==> config.mk <==
export PLATFORM = sky130hd
export DESIGN_NAME = pwm_duty_ctrl
export DESIGN_NICKNAME = d
export VERILOG_FILES = /design/src/rtl/pwm_pkg.sv /design/src/rtl/btn_debounce.sv /design/src/rtl/pwm_duty_ctrl.sv
export SDC_FILE = /design/constraint.sdc
export NUM_CORES = 1
export LEC_CHECK = 0
export BUFFER_PORTS_ARGS = -buffer_cell sky130_fd_sc_hd__buf_4
export CORE_AREA = 2 2 58 60
export DETAILED_ROUTE_END_ITERATION = 6
export DIE_AREA = 0 0 60 62
export GPL_TIMING_DRIVEN = 0
export PLACE_DENSITY = 0.81
export SLEW_MARGIN = 20
export SYNTH_ARGS = -nofsm -noshare
export SYNTH_HDL_FRONTEND = slang
export SYNTH_SLANG_ARGS = --single-unit
==> constraint.sdc <==
create_clock -name clk -period 2.3 [get_ports clk]
set_input_delay 0.46 -clock clk [delete_from_list [all_inputs] [get_ports clk]]
set_output_delay 0.46 -clock clk [all_outputs]
set_load 0.1 [all_outputs]
==> src/rtl/pwm_pkg.sv <==
// Shared definitions for the PWM duty control path.
//   PWM_DUTY_W   : default duty code width (matches the pwm core sw input)
//   PWM_DUTY_MAX : largest code representable at the default width
//   ramp_state_t : slew FSM states
package pwm_pkg;

  localparam int unsigned PWM_DUTY_W   = 4;
  localparam int unsigned PWM_DUTY_MAX = (1 << PWM_DUTY_W) - 1;

  typedef enum logic [1:0] {
    IDLE    = 2'd0,
    RAMP_UP = 2'd1,
    RAMP_DN = 2'd2
  } ramp_state_t;

endpackage

==> src/rtl/btn_debounce.sv <==
// Button conditioner: 2-FF synchronizer, consecutive-mismatch counter and
// press pulse generator.
//   clk   : clock
//   rst_n : synchronous active-low reset
//   btn   : raw asynchronous button, active-high
//   press : one-cycle pulse when the debounced level rises (release is silent)
module btn_debounce #(
  parameter int unsigned DEB_CYCLES = 16
) (
  input  logic clk,
  input  logic rst_n,
  input  logic btn,
  output logic press
);

  localparam int unsigned CNT_W = $clog2(DEB_CYCLES);
  localparam logic [CNT_W-1:0] CNT_LAST = CNT_W'(DEB_CYCLES - 1);

  logic             sync1;
  logic             sync2;
  logic             level;
  logic [CNT_W-1:0] cnt;

  always_ff @(posedge clk) begin
    if (!rst_n) begin
      sync1 <= 1'b0;
      sync2 <= 1'b0;
      level <= 1'b0;
      cnt   <= '0;
      press <= 1'b0;
    end else begin
      sync1 <= btn;
      sync2 <= sync1;
      press <= 1'b0;
      if (sync2 == level) begin
        cnt <= '0;
      end else if (cnt == CNT_LAST) begin
        // This sample is the DEB_CYCLES-th consecutive disagreement.
        level <= sync2;
        cnt   <= '0;
        press <= sync2;
      end else begin
        cnt <= cnt + 1'b1;
      end
    end
  end

endmodule

==> src/rtl/pwm_duty_ctrl.sv <==
// Upstream stage of the PWM generator: debounced up/down buttons and a load
// strobe set a saturating target duty; the output duty slews toward the target
// one LSB every RAMP_DIV cycles.
//   clk      : clock
//   rst_n    : synchronous active-low reset
//   btn_up   : raw button, increments target
//   btn_dn   : raw button, decrements target
//   load     : one-cycle strobe, target <= load_val
//   load_val : value captured on load
//   duty_o   : current duty code for the pwm core
//   busy     : high while the slew FSM is not IDLE
//   at_max   : target is the full-scale code
//   at_min   : target is zero
module pwm_duty_ctrl
  import pwm_pkg::*;
#(
  parameter int unsigned       DUTY_W     = PWM_DUTY_W,
  parameter int unsigned       DEB_CYCLES = 16,
  parameter int unsigned       RAMP_DIV   = 256,
  parameter logic [DUTY_W-1:0] DUTY_RST   = '0
) (
  input  logic              clk,
  input  logic              rst_n,
  input  logic              btn_up,
  input  logic              btn_dn,
  input  logic              load,
  input  logic [DUTY_W-1:0] load_val,
  output logic [DUTY_W-1:0] duty_o,
  output logic              busy,
  output logic              at_max,
  output logic              at_min
);

  localparam int unsigned      DIV_W    = (RAMP_DIV > 1) ? $clog2(RAMP_DIV) : 1;
  localparam logic [DIV_W-1:0] DIV_LAST = DIV_W'(RAMP_DIV - 1);

  logic              up_press;
  logic              dn_press;
  logic [DUTY_W-1:0] target;
  logic [DIV_W-1:0]  div;
  ramp_state_t       state;
  ramp_state_t       next_state;
  logic              div_clr;
  logic              step;

  btn_debounce #(.DEB_CYCLES(DEB_CYCLES)) u_deb_up (
    .clk   (clk),
    .rst_n (rst_n),
    .btn   (btn_up),
    .press (up_press)
  );

  btn_debounce #(.DEB_CYCLES(DEB_CYCLES)) u_deb_dn (
    .clk   (clk),
    .rst_n (rst_n),
    .btn   (btn_dn),
    .press (dn_press)
  );

  // Target register: load beats buttons; opposing presses cancel; saturate.
  always_ff @(posedge clk) begin
    if (!rst_n) begin
      target <= DUTY_RST;
    end else if (load) begin
      target <= load_val;
    end else if (up_press && dn_press) begin
      target <= target;
    end else if (up_press) begin
      if (target != '1) target <= target + 1'b1;
    end else if (dn_press) begin
      if (target != '0) target <= target - 1'b1;
    end
  end

  // FSM state register.
  always_ff @(posedge clk) begin
    if (!rst_n) state <= IDLE;
    else        state <= next_state;
  end

  // Next state follows the current target/duty relation every cycle.
  always_comb begin
    next_state = IDLE;
    if (target > duty_o)      next_state = RAMP_UP;
    else if (target < duty_o) next_state = RAMP_DN;
  end

  // FSM outputs. A step needs the direction to persist; entering a ramp,
  // reversing, or reaching target restarts the divider instead, so a
  // reversal never produces a step in the stale direction.
  always_comb begin
    busy    = (state != IDLE);
    at_max  = (target == '1);
    at_min  = (target == '0);
    div_clr = (next_state != state) || (next_state == IDLE);
    step    = !div_clr && (div == DIV_LAST);
  end

  always_ff @(posedge clk) begin
    if (!rst_n) begin
      div    <= '0;
      duty_o <= DUTY_RST;
    end else begin
      if (div_clr || step) div <= '0;
      else                 div <= div + 1'b1;
      if (step) begin
        if (state == RAMP_UP) duty_o <= duty_o + 1'b1;
        else                  duty_o <= duty_o - 1'b1;
      end
    end
  end

endmodule

==> results of run 1 <==
==> worst max-delay path, delay by kind of cell (launching register included) <==
family / cells / cell delay [ns]
flip-flops: 1 / 0.57
AND/OR/NAND/NOR: 1 / 0.35
buffers and inverters: 1 / 0.30
==> registers in the layout (all words and copies together), names as in the netlist <==
name,cells
u_deb_dn.sync2,1
u_deb_dn.cnt,4
u_deb_up.sync2,1
u_deb_up.cnt,4
u_deb_dn.press,1
duty_o,4
u_deb_dn.level,1
u_deb_up.level,1
u_deb_dn.sync1,1
state,2
u_deb_up.sync1,1
target,4
div,8
u_deb_up.press,1
==> cell usage in the layout, fill, tap and decap left out, drive strengths merged, types with 5 or more instances in the layout <==
cell type and instances:
nor2 19, and2 5, dfxtp 34, clkbuf 7, a21oi 9, ha 11, buf 15, nand3 14
nand2 10, xnor2 7, nor3 8, inv 8, xor2 8, mux2i 5
==> final timing paths <==
check / slack (ns) / cells after the start / endpoint
max: 0.26 / 2 / at_max
min: 0.30 / 2 / u_deb_dn.sync1
max reg2reg: 0.26 / 6 / duty_o[3]
min reg2reg: 0.44 / 1 / u_deb_up.sync2
==> cell families (layout without fill, tap and decap cells) <==
group / Yosys count / after routing / synth area share, %
AOI/OAI and AO/OA: 26 / 26 / 12.36
xor gates and xnor gates: 15 / 15 / 7.865
adders and majority gates: 13 / 13 / 10.64
buffers and inverters: 11 / 33 / 2.546
DFF: 34 / 34 / 40.75
muxes: 7 / 7 / 4.345
and+or+nand+nor: 70 / 70 / 21.50
==> what timing repair did <==
item                       CTS  global route
gates resized for setup      0             1
setup endpoints to repair    0             7
hold buffers                 0             0
==> final cells by class <==
cell class / count / area (µm²) / area share [%]
plain buffers: 2 / 8.758 / 0.4587
clock buffers: 6 / 41.29 / 2.163
clock inverters: 2 / 13.76 / 0.7208
inverters: 9 / 33.78 / 1.769
multi-input cells: 131 / 965.9 / 50.59
flip-flops and latches: 34 / 683.2 / 35.78
well taps: 46 / 57.56 / 3.014
repair buffers: 14 / 105.1 / 5.505
==> layer usage <==
| metal | up-vias | share of wire [%] | track usage [%] |
|---|---|---|---|
| met1 | 596 | 45 | 20.31 |
| met5 | - | 0 | 0 |
| met2 | 23 | 48 | 28.88 |
| met3 | 8 | 4.1 | 5.590 |
| li1 | 664 | - | - |
| met4 | 0 | 2.7 | 11.43 |
==> through the flow <==
stage,setup WS [ns],hold WS (ns)
global placement,0.1675,0.4133
finish,0.2611,0.2995
floorplan,0.04139,0.4119
CTS,0.1431,0.2979
global route,0.1231,0.2958
detailed placement,0.1524,0.4188
==> power groups by stage <==
| stage | Combinational, mW | Sequential, mW | Clock [mW] |
|---|---|---|---|
| after detailed placement | 0.142 | 0.631 | 0 |
| after global placement | 0.141 | 0.631 | 0 |
| after global routing | 0.159 | 0.620 | 0.364 |
| after floorplan | 0.110 | 0.628 | 0 |
| after CTS | 0.143 | 0.618 | 0.341 |
| final | 0.144 | 0.617 | 0.332 |
==> qor.txt, run 1 <==
switching power = 0.3191 mW
crit end category = output port
Starting Density = 52.54%
global route overflow = 0
dominant cells by area after synthesis = dfxtp_1, ha_1, nand3_1
synth cell count leaders = dfxtp_1, nor2_1, nand3_1, ha_1, nand2_1
Boundary Pins = 16
Ys Warns = 0
P_int = 0.7738 mW
DR vias = 1291
final setup skew = 0.008551 ns
sequential fraction of the synthesis area = 40.75%
global-route wire length before repair = 4.767 mm
top-count cell post-synth = dfxtp_1
Tot Pwr = 1.093 mW
Clk Tree Root Cell = clkbuf_4
placed cells = 236
Post-synth EDFFs = 0
final core utilization = 60.06%
Slew @ Worst Pin = 0.3934 ns
Netlist cell types = 41
GRT Total Usage = 17.78%
kind of critical path = flop to output port
Placement Rows = 21
syn avg cell area = 9.491 µm²
number of synthesized register bits = 34
Final Cycle Share = 88.65%
CP Launch Type = flop
worst rel slew slack = 73.74%
placed inst area = 1851 µm²
Worst-path clk slew = 0.11 ns
antenna-violating nets left = 0
Worst setup startpoint = target[0]
CP max FO = 7
CP max stage delay = 0.57 ns
Die Wd = 60 µm
RSZ-0062 raised after global routing = no
final setup violation count = 0
DP HPWL = 2.107 mm
CTS tree = done
die area = 3720 µm²
clk buf depth = 2
design area = 1909 µm²
Filler cells = 278
Syn Inst Count = 176
top-area cell type share of the netlist area = 40.75%
Yosys top cell by area = dfxtp_1
critical path arrival = 1.58 ns
LEAKAGE = 0.7522 nW
DRT iter0 DRCs = 27
final hold violations = 0
Switching Fraction = 29.20%
Layout area overhead = 14.31%
Max-Cap Viols = 0
total CTS buffers = 5
PD cells = 572.4 nW/µm²
Crit-path slowest cell = dfxtp_1
Max Slew Vio Count = 0
Core Region = 3179 µm²
Peak Freq = 490.5 MHz
Antenna Diode Count = 0
Clk pwr share = 30.4%
Die H = 62 µm
Hold Startpoint = btn_dn
Final #Nets = 219
WL final = 2.883 mm
DRT Pass-1 Iters = 4
vias in the first global route = 1179
IO buf count = 14
drt via density = 5.291
setup_tns = 0 ns
predominant post-synthesis flop cell = dfxtp_1
crit path cell chain = and4_2 > buf_4
largest net degree at the start of global routing = 12
Comb pwr share = 13.1%
post-synthesis cell area = 1670 µm²
async set-reset flop share out of synthesis = 0%
WP data required = 1.84 ns
Max VDD drop = 0.3988 mV
routability congestion estimate = 0.8275
HP Class = input pin to flop
Routed wire per std cell = 11.82 µm
# DRC = 0
status = finished clean
sequential share of power = 56.5%
Post-CTS Setup Bufs = 0
fin crit period = 2.039 ns
Reg-to-Reg Start = target[1]
post-route insts no fill = 244
CTS sink cnt = 34
share of cells above drive strength 1 = 17.17%
initial antenna violation count = 0
clk_lat worst skew = 0.36 ns
Clock H-tree levels = 2
Syn Nets = 198
No activity file was read; power rests on OpenSTA's default activity.
==> run 2, diff against run 1 <==
--- a/config.mk
+++ b/config.mk
@@ -5,12 +5,13 @@
 export SDC_FILE = /design/constraint.sdc
 export NUM_CORES = 1
 export LEC_CHECK = 0
+export ABC_AREA = 1
 export BUFFER_PORTS_ARGS = -buffer_cell sky130_fd_sc_hd__buf_4
 export CORE_AREA = 2 2 58 60
 export DETAILED_ROUTE_END_ITERATION = 6
 export DIE_AREA = 0 0 60 62
 export GPL_TIMING_DRIVEN = 0
-export PLACE_DENSITY = 0.81
+export PLACE_DENSITY = 0.82
 export SLEW_MARGIN = 20
 export SYNTH_ARGS = -nofsm -noshare
 export SYNTH_HDL_FRONTEND = slang
==> qor.txt, run 2 <==
Largest Register = div
Routed wire per std cell = 9.525 µm
Final Cycle Share = 78.21%
async set-reset flop share out of synthesis = 0%
Boundary Pins = 16
DRT iter0 DRCs = 54
CP bufs+invs = 2
DRT Pass-1 Iters = 4
drt via density = 4.741
post-synthesis cell area = 1712 µm²
CP Launch Type = flop
top-area cell type share of the netlist area = 39.77%
Starting Density = 53.84%
share of cells above drive strength 1 = 18.64%
Layout area overhead = 13.45%
Die Wd = 60 µm
Worst-path clk slew = 0.10 ns
Crit-path slowest cell = dfxtp_1
PD cells = 606.0 nW/µm²
Clock H-tree levels = 2
Max VDD drop = 0.3715 mV
sequential fraction of the synthesis area = 39.77%
dominant cells by area after synthesis = dfxtp_1, ha_1, nand2_1
Ys Warns = 0
final setup violation count = 0
Syn Inst Count = 213
total CTS buffers = 5
HP Class = input pin to flop
Fin Hold WS = 0.2967 ns
cts hold-fix bufs = 0
Die H = 62 µm
Max-Cap Viols = 0
Placement Rows = 21
routability congestion estimate = 0.8044
CP max FO = 7
predominant post-synthesis flop cell = dfxtp_1
global-route wire length before repair = 4.664 mm
CTS sink cnt = 34
Slew @ Worst Pin = 0.2705 ns
largest net degree at the start of global routing = 11
Max Slew Vio Count = 0
syn avg cell area = 8.036 µm²
final setup skew = 0.006518 ns
Final #Nets = 257
Clk Tree Root Cell = clkbuf_4
RSZ-0062 raised after global routing = no
CTS tree = done
# DRC = 0
Syn Nets = 235
GRT Total Usage = 16.75%
CP max stage delay = 0.49 ns
max FFs per register = 8
Post-synth EDFFs = 0
critical path arrival = 1.34 ns
r2r setup slk = 0.69 ns
crit end category = output port
clk_lat worst skew = 0.34 ns
clk buf depth = 2
antenna-violating nets left = 0
worst rel slew slack = 81.94%
DP HPWL = 2.018 mm
Peak Freq = 555.9 MHz
kind of critical path = flop to output port
vias in the first global route = 1138
global route overflow = 0
WL final = 2.686 mm
Netlist cell types = 30
DR vias = 1337
fin crit period = 1.799 ns
die area = 3720 µm²
IO buf count = 15
WP data required = 1.84 ns
initial antenna violation count = 0
Core Region = 3179 µm²
Antenna Diode Count = 0
number of synthesized register bits = 34
Yosys top cell by area = dfxtp_1
post-route setup slack = 0.5011 ns
Post-CTS Resized = 0
setup_tns = 0 ns
Worst path top cell family by delay = flip-flops
final hold violations = 0
LEAKAGE = 0.8886 nW
status = finished clean
Post-CTS Setup Bufs = 0
crit path cell chain = nand4_1 > inv_1 > buf_4
synth cell count leaders = dfxtp_1, nand2_1, inv_1, nand3_1, nor2_1
most frequent cells in the layout = nand2_1, dfxtp_1, inv_1, nor2_1, nand3_1
post-place setup slack = 0.6910 ns
[run 2: power by group]
part,internal [mW],switching (mW),total [mW]
clock,0.148,0.202,0.350
combinational,0.0694,0.136,0.205
sequential,0.605,0.0165,0.621
total,0.822,0.355,1.18
[run 2: area by class of cell]
cell class                 count  area (µm²)
buffer                         1       5.005
tap                           46       57.56
clock inverter                 1       5.005
clock buffer                   7       55.05
timing repair buffer          15       112.6
multi-input combinational    147       909.6
inverter                      31       116.4
sequential                    34       680.7
fill                         289        1237
[run 2: metrics by stage]
stage	util [%]	instances	area [µm²]	power [mW]
after floorplan	-	213	1712	0.7958
after global placement	59.19	274	1882	0.8382
after detailed placement	59.19	274	1882	0.8427
after CTS	61.08	282	1942	1.191
after global routing	61.08	282	1942	1.243
final	61.08	282	1942	1.177
[run 2: logic make-up (layout without fill, tap and decap cells)]
| kind of cell | Yosys count | after routing | synth area share, % |
|---|---|---|---|
| compound gates | 16 | 16 | 5.044 |
| xor+xnor | 13 | 13 | 6.652 |
| fa+ha+maj | 13 | 13 | 10.38 |
| buf+inv | 32 | 55 | 7.090 |
| flops | 34 | 34 | 39.77 |
| mux | 1 | 1 | 0.5848 |
| simple gates | 104 | 104 | 30.48 |
[run 2: worst paths after layout]
check | from | end | cells past startpoint
setup / recovery | target[0] | at_max | 3
hold reg to reg | u_deb_up.sync1 | u_deb_up.sync2 | 2
hold / removal | btn_up | u_deb_up.sync1 | 3
setup reg to reg | duty_o[3] | div[3] | 9
[run 2: worst register-to-register path, cell delays in order (launching register included)]
cell and delay [ns]:
dfxtp_1 0.38, inv_1 0.08, ha_1 0.32, nand2_1 0.09, clkinv_1 0.07, nand2_2 0.09, nand3_1 0.12, nand2_4 0.13
nand3b_4 0.16, nor2_2 0.12
[run 2: layer usage]
| layer | wire length, µm | GRT usage, % | up-vias |
|---|---|---|---|
| met3 | 82 | 4.348 | 5 |
| met1 | 1304 | 20.38 | 597 |
| met2 | 1254 | 27.48 | 15 |
| met5 | 0 | 0 | - |
| met4 | 44 | 8.571 | 0 |
| li1 | - | - | 720 |
==> run 3, diff against run 2 <==
--- a/config.mk
+++ b/config.mk
@@ -5,13 +5,13 @@
 export SDC_FILE = /design/constraint.sdc
 export NUM_CORES = 1
 export LEC_CHECK = 0
-export ABC_AREA = 1
+export ABC_AREA = 0
 export BUFFER_PORTS_ARGS = -buffer_cell sky130_fd_sc_hd__buf_4
 export CORE_AREA = 2 2 58 60
 export DETAILED_ROUTE_END_ITERATION = 6
 export DIE_AREA = 0 0 60 62
 export GPL_TIMING_DRIVEN = 0
-export PLACE_DENSITY = 0.82
+export PLACE_DENSITY = 0.81
 export SLEW_MARGIN = 20
 export SYNTH_ARGS = -nofsm -noshare
 export SYNTH_HDL_FRONTEND = slang
==> constraint.sdc (replaced) <==
create_clock -name clk -period 1.8 [get_ports clk]
set_input_delay 0.36 -clock clk [delete_from_list [all_inputs] [get_ports clk]]
set_output_delay 0.36 -clock clk [all_outputs]
set_load 0.1 [all_outputs]
==> qor.txt, run 3 (synthesized netlist as in run 1, its figures left out) <==
Worst path top cell family by delay = compound AO/OA/AOI/OAI gates
final hold violations = 0
LEAKAGE = 0.8254 nW
Largest Register = div
Final #Nets = 228
final setup violation count = 0
Max-Cap Viols = 0
most frequent cells in the layout = dfxtp_1, buf_4, nor2_1, nand3_1, nand2_1
die area = 3720 µm²
DR vias = 1361
Worst-path clk slew = 0.10 ns
drt via density = 5.379
Comb pwr share = 15.3%
switching power = 0.4051 mW
total CTS buffers = 5
Die Wd = 60 µm
Max Slew Vio Count = 0
Peak Freq = 567.9 MHz
kind of critical path = flop to flop
crit path cell chain = nor2b_4 > inv_1 > ha_1 > a21o_1 > a21oi_1 > xnor2_1 > a21oi_2 > mux2i_1
Fin Hold WS = 0.2322 ns
vias in the first global route = 1247
WP data required = 2.06 ns
Layout area overhead = 25.69%
DRT Pass-1 Iters = 4
clk buf depth = 2
HP Class = input pin to flop
IO buf count = 14
status = finished clean
DRT iter0 DRCs = 47
CTS sink cnt = 34
Crit-path slowest cell = dfxtp_2
routability congestion estimate = 0.8358
initial antenna violation count = 0
Max VDD drop = 0.6348 mV
antenna-violating nets left = 0
crit end category = flop
Routed wire per std cell = 13.49 µm
Filler cells = 242
Clk pwr share = 30.2%
commonest non-fill, non-tap cell in the layout = dfxtp_1
RSZ-0062 raised after global routing = yes
CP max FO = 4
worst rel slew slack = 75.41%
footprint of the multi-input gates = 1056 µm²
CP bufs+invs = 1
setup_tns = 0 ns
PD cells = 687.0 nW/µm²
largest net degree at the start of global routing = 11
GRT Total Usage = 18.47%
Placement Rows = 21
Antenna Diode Count = 0
Tot Pwr = 1.442 mW
Boundary Pins = 16
fin crit period = 1.761 ns
WL final = 3.413 mm
# DRC = 0
critical path arrival = 2.02 ns
clk_lat worst skew = 0.33 ns
max FFs per register = 8
Clk Tree Root Cell = clkbuf_4
Starting Density = 52.54%
Final Cycle Share = 97.82%
cts hold-fix bufs = 0
CP max stage delay = 0.35 ns
CTS tree = done
Switching Fraction = 28.08%
share of cells above drive strength 1 = 30.43%
sequential share of power = 54.4%
Core Region = 3179 µm²
Slew @ Worst Pin = 0.3689 ns
global route overflow = 0
DP HPWL = 2.386 mm
final setup skew = 0.008000 ns
CP Launch Type = flop
Storage cell area = 710.7 µm²
Clock H-tree levels = 2
Die H = 62 µm
global-route wire length before repair = 5.099 mm
P_int = 1.037 mW
run 3: worst paths after layout:
| kind | slack (ns) | endpoint | startpoint | cells past startpoint |
|---|---|---|---|---|
| setup / recovery | 0.04 | duty_o[3] | state[0] | 8 |
| hold / removal | 0.23 | u_deb_up.sync1 | btn_up | 2 |
| setup reg to reg | 0.04 | duty_o[3] | state[0] | 8 |
| hold reg to reg | 0.44 | u_deb_up.sync2 | u_deb_up.sync1 | 1 |
run 3: power by group through the flow:
| stage | combinational, mW | clock, mW | sequential, mW |
|---|---|---|---|
| 2_1_floorplan | 0.146 | 0 | 0.798 |
| 3_3_place_gp | 0.183 | 0 | 0.801 |
| 3_5_place_dp | 0.189 | 0 | 0.802 |
| 4_1_cts | 0.193 | 0.449 | 0.786 |
| 5_1_grt | 0.237 | 0.492 | 0.788 |
| 6_report | 0.221 | 0.436 | 0.785 |
run 3: layout make-up:
class | count | share of cell area (%)
multi-input cells | 131 | 50.30
clock buffers | 7 | 2.622
inverters | 9 | 1.609
repair buffers | 23 | 8.224
well taps | 46 | 2.741
plain buffers | 2 | 0.4172
flip-flops and latches | 34 | 33.85
clock inverters | 1 | 0.2384
run 3: worst register-to-register path: cells and delay by family, from the launching register on:
| kind | cells | cell delay, ns |
|---|---|---|
| xor+xnor | 1 | 0.10 |
| mux | 1 | 0.19 |
| compound gates | 3 | 0.50 |
| simple gates | 1 | 0.18 |
| flops | 1 | 0.35 |
| buf+inv | 1 | 0.10 |
| fa+ha+maj | 1 | 0.27 |
run 3: layer usage:
layer | part of all wire (%) | GRT usage, %
met2 | 54 | 31.99
met1 | 41 | 20.83
met4 | 1.9 | 7.619
met5 | 0 | 0
met3 | 3.3 | 6.418
run 3: metrics by stage:
step / worst slack (ns) / area [µm²] / std cells / util [%]
after CTS: -0.01022 / 1972 / 244 / 62.02
after floorplan: -0.07298 / 1734 / 176 / -
final: 0.03917 / 2100 / 253 / 66.04
after global routing: -0.04879 / 2100 / 253 / 66.04
after detailed placement: -0.1498 / 1897 / 236 / 59.66
after global placement: -0.09723 / 1897 / 236 / 59.66
run 3: what timing repair did:
item / CTS / global route
setup buffers: 0 / 9
pin swaps: 0 / 3
resized for setup: 7 / 12
endpoints found under the setup margin: 12 / 12
